==> config.mk <==
export PLATFORM = sky130hd
export DESIGN_NAME = uart_rx_fifo_flat
export DESIGN_NICKNAME = d
export VERILOG_FILES = /design/src/rtl/uart_rx_fifo_if.sv /design/src/rtl/uart_rx_fifo.sv /design/src/flat_wrapper.sv
export SDC_FILE = /design/constraint.sdc
export NUM_CORES = 1
export LEC_CHECK = 0
export ABC_AREA = 1
export BUFFER_PORTS_ARGS = -buffer_cell sky130_fd_sc_hd__buf_2
export CORE_UTILIZATION = 50
export CTS_BUF_LIST = sky130_fd_sc_hd__clkbuf_2 sky130_fd_sc_hd__clkbuf_4 sky130_fd_sc_hd__clkbuf_8
export DETAILED_ROUTE_END_ITERATION = 7
export GPL_TIMING_DRIVEN = 0
export PLACE_DENSITY = 0.69
export SLEW_MARGIN = 20
export SYNTH_ARGS = -nofsm -noshare
export SYNTH_HDL_FRONTEND = slang
export SYNTH_SLANG_ARGS = --single-unit
==> constraint.sdc <==
create_clock -name clk -period 3.5 [get_ports clk]
set_input_delay 0.7 -clock clk [delete_from_list [all_inputs] [get_ports clk]]
set_output_delay 0.7 -clock clk [all_outputs]
set_load 0.05 [all_outputs]
==> src/rtl/uart_rx_fifo_if.sv <==
// uart_rx_fifo_if
//   Read-side bus between the UART receive FIFO and the memory-mapped
//   peripheral logic that consumes received words.
//
//   Signals:
//     rd_en       pop the head word (ignored when empty)
//     err_clr     clear all sticky error flags
//     rd_data     head word of the FIFO, valid while rd_valid=1
//     rd_valid    FIFO not empty
//     full        FIFO holds FIFO_DEPTH words
//     fifo_count  number of words stored
//     frame_err   sticky: a stop bit was sampled low
//     overrun_err sticky: a word was dropped because the FIFO was full
//     parity_err  sticky: a parity mismatch was detected
//
//   Modports:
//     master  peripheral side (drives rd_en / err_clr)
//     slave   receiver side (drives data, status and flags)
interface uart_rx_fifo_if #(
  parameter int DATA_BITS  = 8,
  parameter int FIFO_DEPTH = 16
);
  localparam int CNT_W = $clog2(FIFO_DEPTH) + 1;

  logic                 rd_en;
  logic                 err_clr;
  logic [DATA_BITS-1:0] rd_data;
  logic                 rd_valid;
  logic                 full;
  logic [CNT_W-1:0]     fifo_count;
  logic                 frame_err;
  logic                 overrun_err;
  logic                 parity_err;

  modport master (
    output rd_en, err_clr,
    input  rd_data, rd_valid, full, fifo_count,
    input  frame_err, overrun_err, parity_err
  );

  modport slave (
    input  rd_en, err_clr,
    output rd_data, rd_valid, full, fifo_count,
    output frame_err, overrun_err, parity_err
  );
endinterface

==> src/rtl/uart_rx_fifo.sv <==
// uart_rx_fifo
//   Oversampling UART receiver (5..9 data bits, 1 stop bit) feeding a
//   first-word-fall-through receive FIFO, with sticky framing / overrun /
//   parity error flags.
//
//   Compile-time option: define UART_RX_PARITY_EN to add one even-parity
//   bit after the data bits (PARITY state present, parity_err live).
//   Without it frames are DATA_BITS-N-1 and parity_err is tied to 0.
//
//   Ports:
//     clk      system clock, rising edge
//     reset    asynchronous, active-low reset
//     uart_rx  serial input, idle high, asynchronous to clk
//     bus      uart_rx_fifo_if.slave read/status bus
module uart_rx_fifo #(
  parameter int CLKS_PER_BIT = 434,
  parameter int DATA_BITS    = 8,
  parameter int FIFO_DEPTH   = 16
) (
  input  logic          clk,
  input  logic          reset,
  input  logic          uart_rx,
  uart_rx_fifo_if.slave bus
);
  localparam int TICK_W = $clog2(CLKS_PER_BIT);
  localparam int PTR_W  = $clog2(FIFO_DEPTH);
  localparam int CNT_W  = PTR_W + 1;

  localparam logic [TICK_W-1:0] HALF_LAST = TICK_W'(CLKS_PER_BIT / 2 - 1);
  localparam logic [TICK_W-1:0] FULL_LAST = TICK_W'(CLKS_PER_BIT - 1);
  localparam logic [3:0]        BIT_LAST  = 4'(DATA_BITS - 1);
  localparam logic [CNT_W-1:0]  DEPTH     = CNT_W'(FIFO_DEPTH);

`ifdef UART_RX_PARITY_EN
  typedef enum logic [2:0] {IDLE, START, DATA, PARITY, STOP} state_t;
`else
  typedef enum logic [2:0] {IDLE, START, DATA, STOP} state_t;
`endif

  // Receiver state
  logic                 rx_meta_reg, rx_s_reg;
  logic [1:0]           sync_vld_reg;
  logic                 armed_reg, armed_next;
  state_t               state_reg, state_next;
  logic [TICK_W-1:0]    tick_reg, tick_next;
  logic [3:0]           bit_reg, bit_next;
  logic [DATA_BITS-1:0] shift_reg, shift_next;
  logic                 par_bad;
`ifdef UART_RX_PARITY_EN
  logic                 par_bad_reg, par_bad_next;
`endif
  logic                 push_req, frame_set, parity_set;

  // FIFO state
  logic [DATA_BITS-1:0] mem [FIFO_DEPTH];
  logic [PTR_W-1:0]     wr_ptr_reg, rd_ptr_reg;
  logic [CNT_W-1:0]     count_reg, count_next;
  logic                 rd_valid_reg, full_reg;
  logic                 frame_err_reg, overrun_err_reg, parity_err_reg;
  logic                 pop, wr_en, overrun_set;

`ifdef UART_RX_PARITY_EN
  assign par_bad = par_bad_reg;
`else
  assign par_bad = 1'b0;
`endif

  always_comb begin
    state_next = state_reg;
    tick_next  = tick_reg + 1'b1;
    bit_next   = bit_reg;
    shift_next = shift_reg;
    armed_next = armed_reg;
    push_req   = 1'b0;
    frame_set  = 1'b0;
    parity_set = 1'b0;
`ifdef UART_RX_PARITY_EN
    par_bad_next = par_bad_reg;
`endif
    case (state_reg)
      IDLE: begin
        tick_next = '0;
        bit_next  = '0;
        // A start needs a real high sample first; this keeps a line held
        // low across reset (or after a frame) from looking like an edge.
        if (armed_reg && !rx_s_reg) begin
          state_next = START;
          armed_next = 1'b0;
        end else if (rx_s_reg && sync_vld_reg[1]) begin
          armed_next = 1'b1;
        end
      end
      START: begin
        if (tick_reg == HALF_LAST) begin
          tick_next  = '0;
          state_next = rx_s_reg ? IDLE : DATA;
        end
      end
      DATA: begin
        if (tick_reg == FULL_LAST) begin
          tick_next  = '0;
          shift_next = {rx_s_reg, shift_reg[DATA_BITS-1:1]};
          bit_next   = bit_reg + 4'd1;
          if (bit_reg == BIT_LAST) begin
`ifdef UART_RX_PARITY_EN
            state_next = PARITY;
`else
            state_next = STOP;
`endif
          end
        end
      end
`ifdef UART_RX_PARITY_EN
      PARITY: begin
        if (tick_reg == FULL_LAST) begin
          tick_next    = '0;
          par_bad_next = ^{shift_reg, rx_s_reg};
          state_next   = STOP;
        end
      end
`endif
      STOP: begin
        if (tick_reg == FULL_LAST) begin
          state_next = IDLE;
          frame_set  = !rx_s_reg;
          parity_set = par_bad;
          push_req   = rx_s_reg && !par_bad;
        end
      end
      default: state_next = IDLE;
    endcase
  end

  // A pop only counts when something is stored, so push+pop on an empty
  // FIFO degenerates to a plain push.
  assign pop         = bus.rd_en && rd_valid_reg;
  assign wr_en       = push_req && (!full_reg || pop);
  assign overrun_set = push_req && full_reg && !pop;

  always_comb begin
    count_next = count_reg;
    if (wr_en && !pop)
      count_next = count_reg + CNT_W'(1);
    else if (!wr_en && pop)
      count_next = count_reg - CNT_W'(1);
  end

  always_ff @(posedge clk or negedge reset) begin
    if (!reset) begin
      rx_meta_reg     <= 1'b1;
      rx_s_reg        <= 1'b1;
      sync_vld_reg    <= '0;
      armed_reg       <= 1'b0;
      state_reg       <= IDLE;
      tick_reg        <= '0;
      bit_reg         <= '0;
      shift_reg       <= '0;
`ifdef UART_RX_PARITY_EN
      par_bad_reg     <= 1'b0;
`endif
      wr_ptr_reg      <= '0;
      rd_ptr_reg      <= '0;
      count_reg       <= '0;
      rd_valid_reg    <= 1'b0;
      full_reg        <= 1'b0;
      frame_err_reg   <= 1'b0;
      overrun_err_reg <= 1'b0;
      parity_err_reg  <= 1'b0;
    end else begin
      rx_meta_reg     <= uart_rx;
      rx_s_reg        <= rx_meta_reg;
      // Marks when rx_s_reg holds a genuine line sample rather than its
      // reset value.
      sync_vld_reg    <= {sync_vld_reg[0], 1'b1};
      armed_reg       <= armed_next;
      state_reg       <= state_next;
      tick_reg        <= tick_next;
      bit_reg         <= bit_next;
      shift_reg       <= shift_next;
`ifdef UART_RX_PARITY_EN
      par_bad_reg     <= par_bad_next;
`endif
      if (wr_en) wr_ptr_reg <= wr_ptr_reg + 1'b1;
      if (pop)   rd_ptr_reg <= rd_ptr_reg + 1'b1;
      count_reg       <= count_next;
      rd_valid_reg    <= (count_next != '0);
      full_reg        <= (count_next == DEPTH);
      // New errors win over a simultaneous clear.
      frame_err_reg   <= frame_set   | (frame_err_reg   & ~bus.err_clr);
      overrun_err_reg <= overrun_set | (overrun_err_reg & ~bus.err_clr);
      parity_err_reg  <= parity_set  | (parity_err_reg  & ~bus.err_clr);
    end
  end

  always_ff @(posedge clk) begin
    if (wr_en) mem[wr_ptr_reg] <= shift_reg;
  end

  // Masked while empty so stale memory never shows after reset or drain.
  assign bus.rd_data     = rd_valid_reg ? mem[rd_ptr_reg] : '0;
  assign bus.rd_valid    = rd_valid_reg;
  assign bus.full        = full_reg;
  assign bus.fifo_count  = count_reg;
  assign bus.frame_err   = frame_err_reg;
  assign bus.overrun_err = overrun_err_reg;
  assign bus.parity_err  = parity_err_reg;
endmodule

==> src/flat_wrapper.sv <==
// flat-port wrapper written by rule: the top's interface ports become plain ports
module uart_rx_fifo_flat 
#(
  parameter int CLKS_PER_BIT = 434,
  parameter int DATA_BITS    = 8,
  parameter int FIFO_DEPTH   = 16
)
  (clk, reset, uart_rx, bus_rd_en, bus_err_clr, bus_rd_data, bus_rd_valid, bus_full, bus_fifo_count, bus_frame_err, bus_overrun_err, bus_parity_err);
  uart_rx_fifo_if #(.DATA_BITS(DATA_BITS), .FIFO_DEPTH(FIFO_DEPTH)) bus_i ();
  input  logic clk;
  input  logic reset;
  input  logic uart_rx;
  input wire logic [$bits(bus_i.rd_en)-1:0] bus_rd_en;
  input wire logic [$bits(bus_i.err_clr)-1:0] bus_err_clr;
  output wire logic [$bits(bus_i.rd_data)-1:0] bus_rd_data;
  output wire logic [$bits(bus_i.rd_valid)-1:0] bus_rd_valid;
  output wire logic [$bits(bus_i.full)-1:0] bus_full;
  output wire logic [$bits(bus_i.fifo_count)-1:0] bus_fifo_count;
  output wire logic [$bits(bus_i.frame_err)-1:0] bus_frame_err;
  output wire logic [$bits(bus_i.overrun_err)-1:0] bus_overrun_err;
  output wire logic [$bits(bus_i.parity_err)-1:0] bus_parity_err;
  assign bus_i.rd_en = bus_rd_en;
  assign bus_i.err_clr = bus_err_clr;
  assign bus_rd_data = bus_i.rd_data;
  assign bus_rd_valid = bus_i.rd_valid;
  assign bus_full = bus_i.full;
  assign bus_fifo_count = bus_i.fifo_count;
  assign bus_frame_err = bus_i.frame_err;
  assign bus_overrun_err = bus_i.overrun_err;
  assign bus_parity_err = bus_i.parity_err;
  uart_rx_fifo #(.CLKS_PER_BIT(CLKS_PER_BIT), .DATA_BITS(DATA_BITS), .FIFO_DEPTH(FIFO_DEPTH)) u_core (.clk(clk), .reset(reset), .uart_rx(uart_rx), .bus(bus_i));
endmodule
==> summary.txt <==
Status
  – Status: finished clean

Die
  – DIE AREA: 0.0155 mm^2
  – Initial Util: 51.3%
  – Die X: 124 um
  – DIE HEIGHT: 124 um
  – Top-Level Pins: 23
  – Area of the core: 0.0146 mm^2
  – FP Rows: 44

Critical path
  – Reg2reg setup slack: 0.95 ns
  – Crit Path Max Fanout: 10
  – Critical Path AT: 2.59 ns
  – Endpoint class of the critical path: output pin
  – Setup CP Type: flip-flop to output pin
  – Worst r2r src: u_core.tick_reg[1]
  – CP startpoint kind: flip-flop
  – RR Endpoint: u_core.mem[13][1]
  – Worst EP required: 2.80 ns
  – Worst-case reg-to-reg path depth: 9

Placed design
  – DPL Wire Length: 11,300 um
  – I/O Buffers: 22
  – Placed insts: 834
  – Pre-CTS WS: 0.648 ns
  – GP Congestion: 0.850

Clock network
  – Worst-path clk slew: 0.08 ns
  – CTS max path bufs: 2
  – H-tree depth: 4
  – TritonCTS buffer count: 17
  – Clk_lat worst skew: 0.45 ns
  – TritonCTS clock tree: done
  – CTS root buffer: clkbuf_8
  – # hold bufs at CTS: 0
  – CTS sink count: 174

Routing
  – Vias post-DR: 4,973
  – Remaining DRCs: 0
  – Vias per cell: 5.74
  – Final ANT Viol Nets: 0
  – Routed WL: 16,800 um
  – Routed len/inst: 19.4 um
  – Router iterations before antenna repair: 5
  – DRT iter0 DRCs: 578

Final layout
  – # nets final: 685
  – Layout cell share with drive strength beyond 1: 16.1%
  – Antenna Cells: 0
  – FF+latch area: 0.00500 mm^2
  – Multi-input gate area: 0.00214 mm^2
  – Synthesis-to-finish area growth: 9.57%
  – Max FFs per register: 128
  – Filler cell count: 1,166
  – Layout Cells excl Fill: 866

Global routing
  – Met2 GRT Util: 38.1%
  – Largest net degree at the start of global routing: 47
  – Met3 usage: 4.04%
  – Number of global-route vias before repair: 4,924
  – Grt ovf: 0
  – Met1 Usage GRT: 29.7%
  – Gr usage total: 23.0%
  – Most Crowded Layer GR: met2
  – First-pass GRT wire length: 26,800 um
  – Initial antenna violation count: 0

Timing
  – Fin crit period: 3.29 ns
  – Crit share post-route: 94.0%
  – Worst Clk Skew: 0.0132 ns
  – Setup TNS: 0 ns
  – Final WS setup: 0.211 ns
  – Slew margin rel.: 38.8%
  – Max Clk Rate: 0.304 GHz
  – Final Max Tran Viols: 0
  – Setup violations, final: 0
  – Actual slew at the worst max-slew pin: 0.915 ns
  – Hold Vio Cnt, Final: 0
  – RSZ-0062 raised after global routing: no

Pwr
  – Overall power: 6.42 mW
  – Switching pwr: 2.73 mW
  – P_int: 3.69 mW
  – Sequential cell fraction of total power: 37.5%
  – PD cells: 783 mW/mm^2
  – Leak: 3.46 nW
  – Switching fraction of total power: 42.6%
  – Comb pwr share: 42.2%
  – Peak supply drop: 0.000453 V
  – Clock share of power: 20.4%

Synth
  – Mapped Nets: 644
  – Top cells by area, synth: edfxtp_1 (51%), dfrtp_1 (15%), nor2_1 (5.3%)
  – Post-synth EDFFs: 128
  – Top cells by count, synth: edfxtp_1 (128), nor2_1 (105), o21ai_0 (71)
  – Post-synth cell types: 39
  – Synthesized area: 0.00748 mm^2
  – Post-synth ARST share: 26.4%
  – Ys flop type: edfxtp_1
  – Syn Area/Cell: 11.9 um^2
  – Synthesis-stage register bit count: 174
  – Register area share after synthesis: 66.8%
  – Post-Syn Instances: 628
  – Post-synth top area cell: edfxtp_1
  – Area share of the largest cell type after synthesis: 51.4%
  – Ys Warns: 0
  – Count leader, synth: edfxtp_1

Worst hold path
  – Hold WC Path Type: input port to async pin

Flow run
  – MaxCap Viol Count: 0
-- cell usage in the layout (no fill, tap or decap), types with 20 or more instances in the layout --
| cell | synthesis | final |
|---|---|---|
| edfxtp_1 | 128 | 128 |
| nand2_1 | 50 | 50 |
| o21ai_0 | 71 | 71 |
| inv_1 | 39 | 39 |
| nor2_1 | 105 | 105 |
| dfrtp_1 | 44 | 44 |
| clkbuf_8 | 0 | 20 |
| buf_2 | 1 | 22 |
| nand3_1 | 26 | 26 |
| o221ai_1 | 21 | 21 |
-- logic make-up after synthesis --
kind of cell	after synthesis	synth area share (%)
simple gates	211	13.3
flops	174	66.8
compound gates	135	10.9
buf+inv	78	4.55
fa+ha+maj	11	1.84
xor+xnor	11	1.29
mux	7	1.30
other cells	1	0.0501
-- layer usage --
| layer | wire [um] | share of wire [%] |
|---|---|---|
| met5 | 0 | 0 |
| met3 | 1100 | 6.5 |
| met4 | 365 | 2.2 |
| met2 | 8360 | 50 |
| met1 | 6980 | 42 |
-- critical path: stages, from the launching register on --
cell,delay [ns]
dfrtp_1,0.42
buf_4,0.18
inv_2,0.06
clkbuf_1,0.40
o21ai_0,0.17
o22ai_1,0.24
o211ai_1,0.17
a21oi_1,0.20
buf_2,0.29
-- final cells by class --
cell class,count,share of cell area [%]
Sequential cell,174,61.0
Multi-Input combinational cell,376,26.2
Clock buffer,24,3.72
Tap cell,184,2.81
Inverter,52,2.40
Buffer,26,1.79
Timing Repair Buffer,22,1.37
Clock inverter,8,0.794
-- power by group through the flow --
stage                     sequential [mW]  combinational, mW  clock (mW)
after floorplan                      2.55               1.82           0
after global placement               2.44               2.62           0
after detailed placement             2.45               2.68           0
after CTS                            2.40               2.69        1.32
after global routing                 2.42               2.92        1.40
final                                2.40               2.71        1.31
-- per-stage QoR --
| stage | hold WS (ns) | area (um^2) | util (%) |
|---|---|---|---|
| 2_1_floorplan | 0.331 | 7480 | - |
| 3_3_place_gp | 0.334 | 7820 | 53.6 |
| 3_5_place_dp | 0.337 | 7820 | 53.6 |
| 4_1_cts | 0.331 | 8190 | 56.2 |
| 5_1_grt | 0.297 | 8200 | 56.2 |
| 6_report | 0.257 | 8200 | 56.2 |
-- how the worst max path moves through the flow --
stage / from / endpoint / cells after the start
floorplan: u_core.rd_ptr_reg[0] / bus_rd_data[0] / 8
global placement: u_core.rd_ptr_reg[1] / bus_rd_data[3] / 7
detailed placement: u_core.rd_ptr_reg[1] / bus_rd_data[3] / 7
CTS: u_core.rd_ptr_reg[1] / bus_rd_data[3] / 7
global route: u_core.rd_ptr_reg[1] / bus_rd_data[1] / 7
finish: u_core.rd_ptr_reg[0] / bus_rd_data[3] / 8
-- timing repair --
item,in CTS,in global routing
buffers inserted,0,0
gates resized for setup,0,4
endpoints found under the setup margin,0,1
Power figures use the tool's default switching activity.
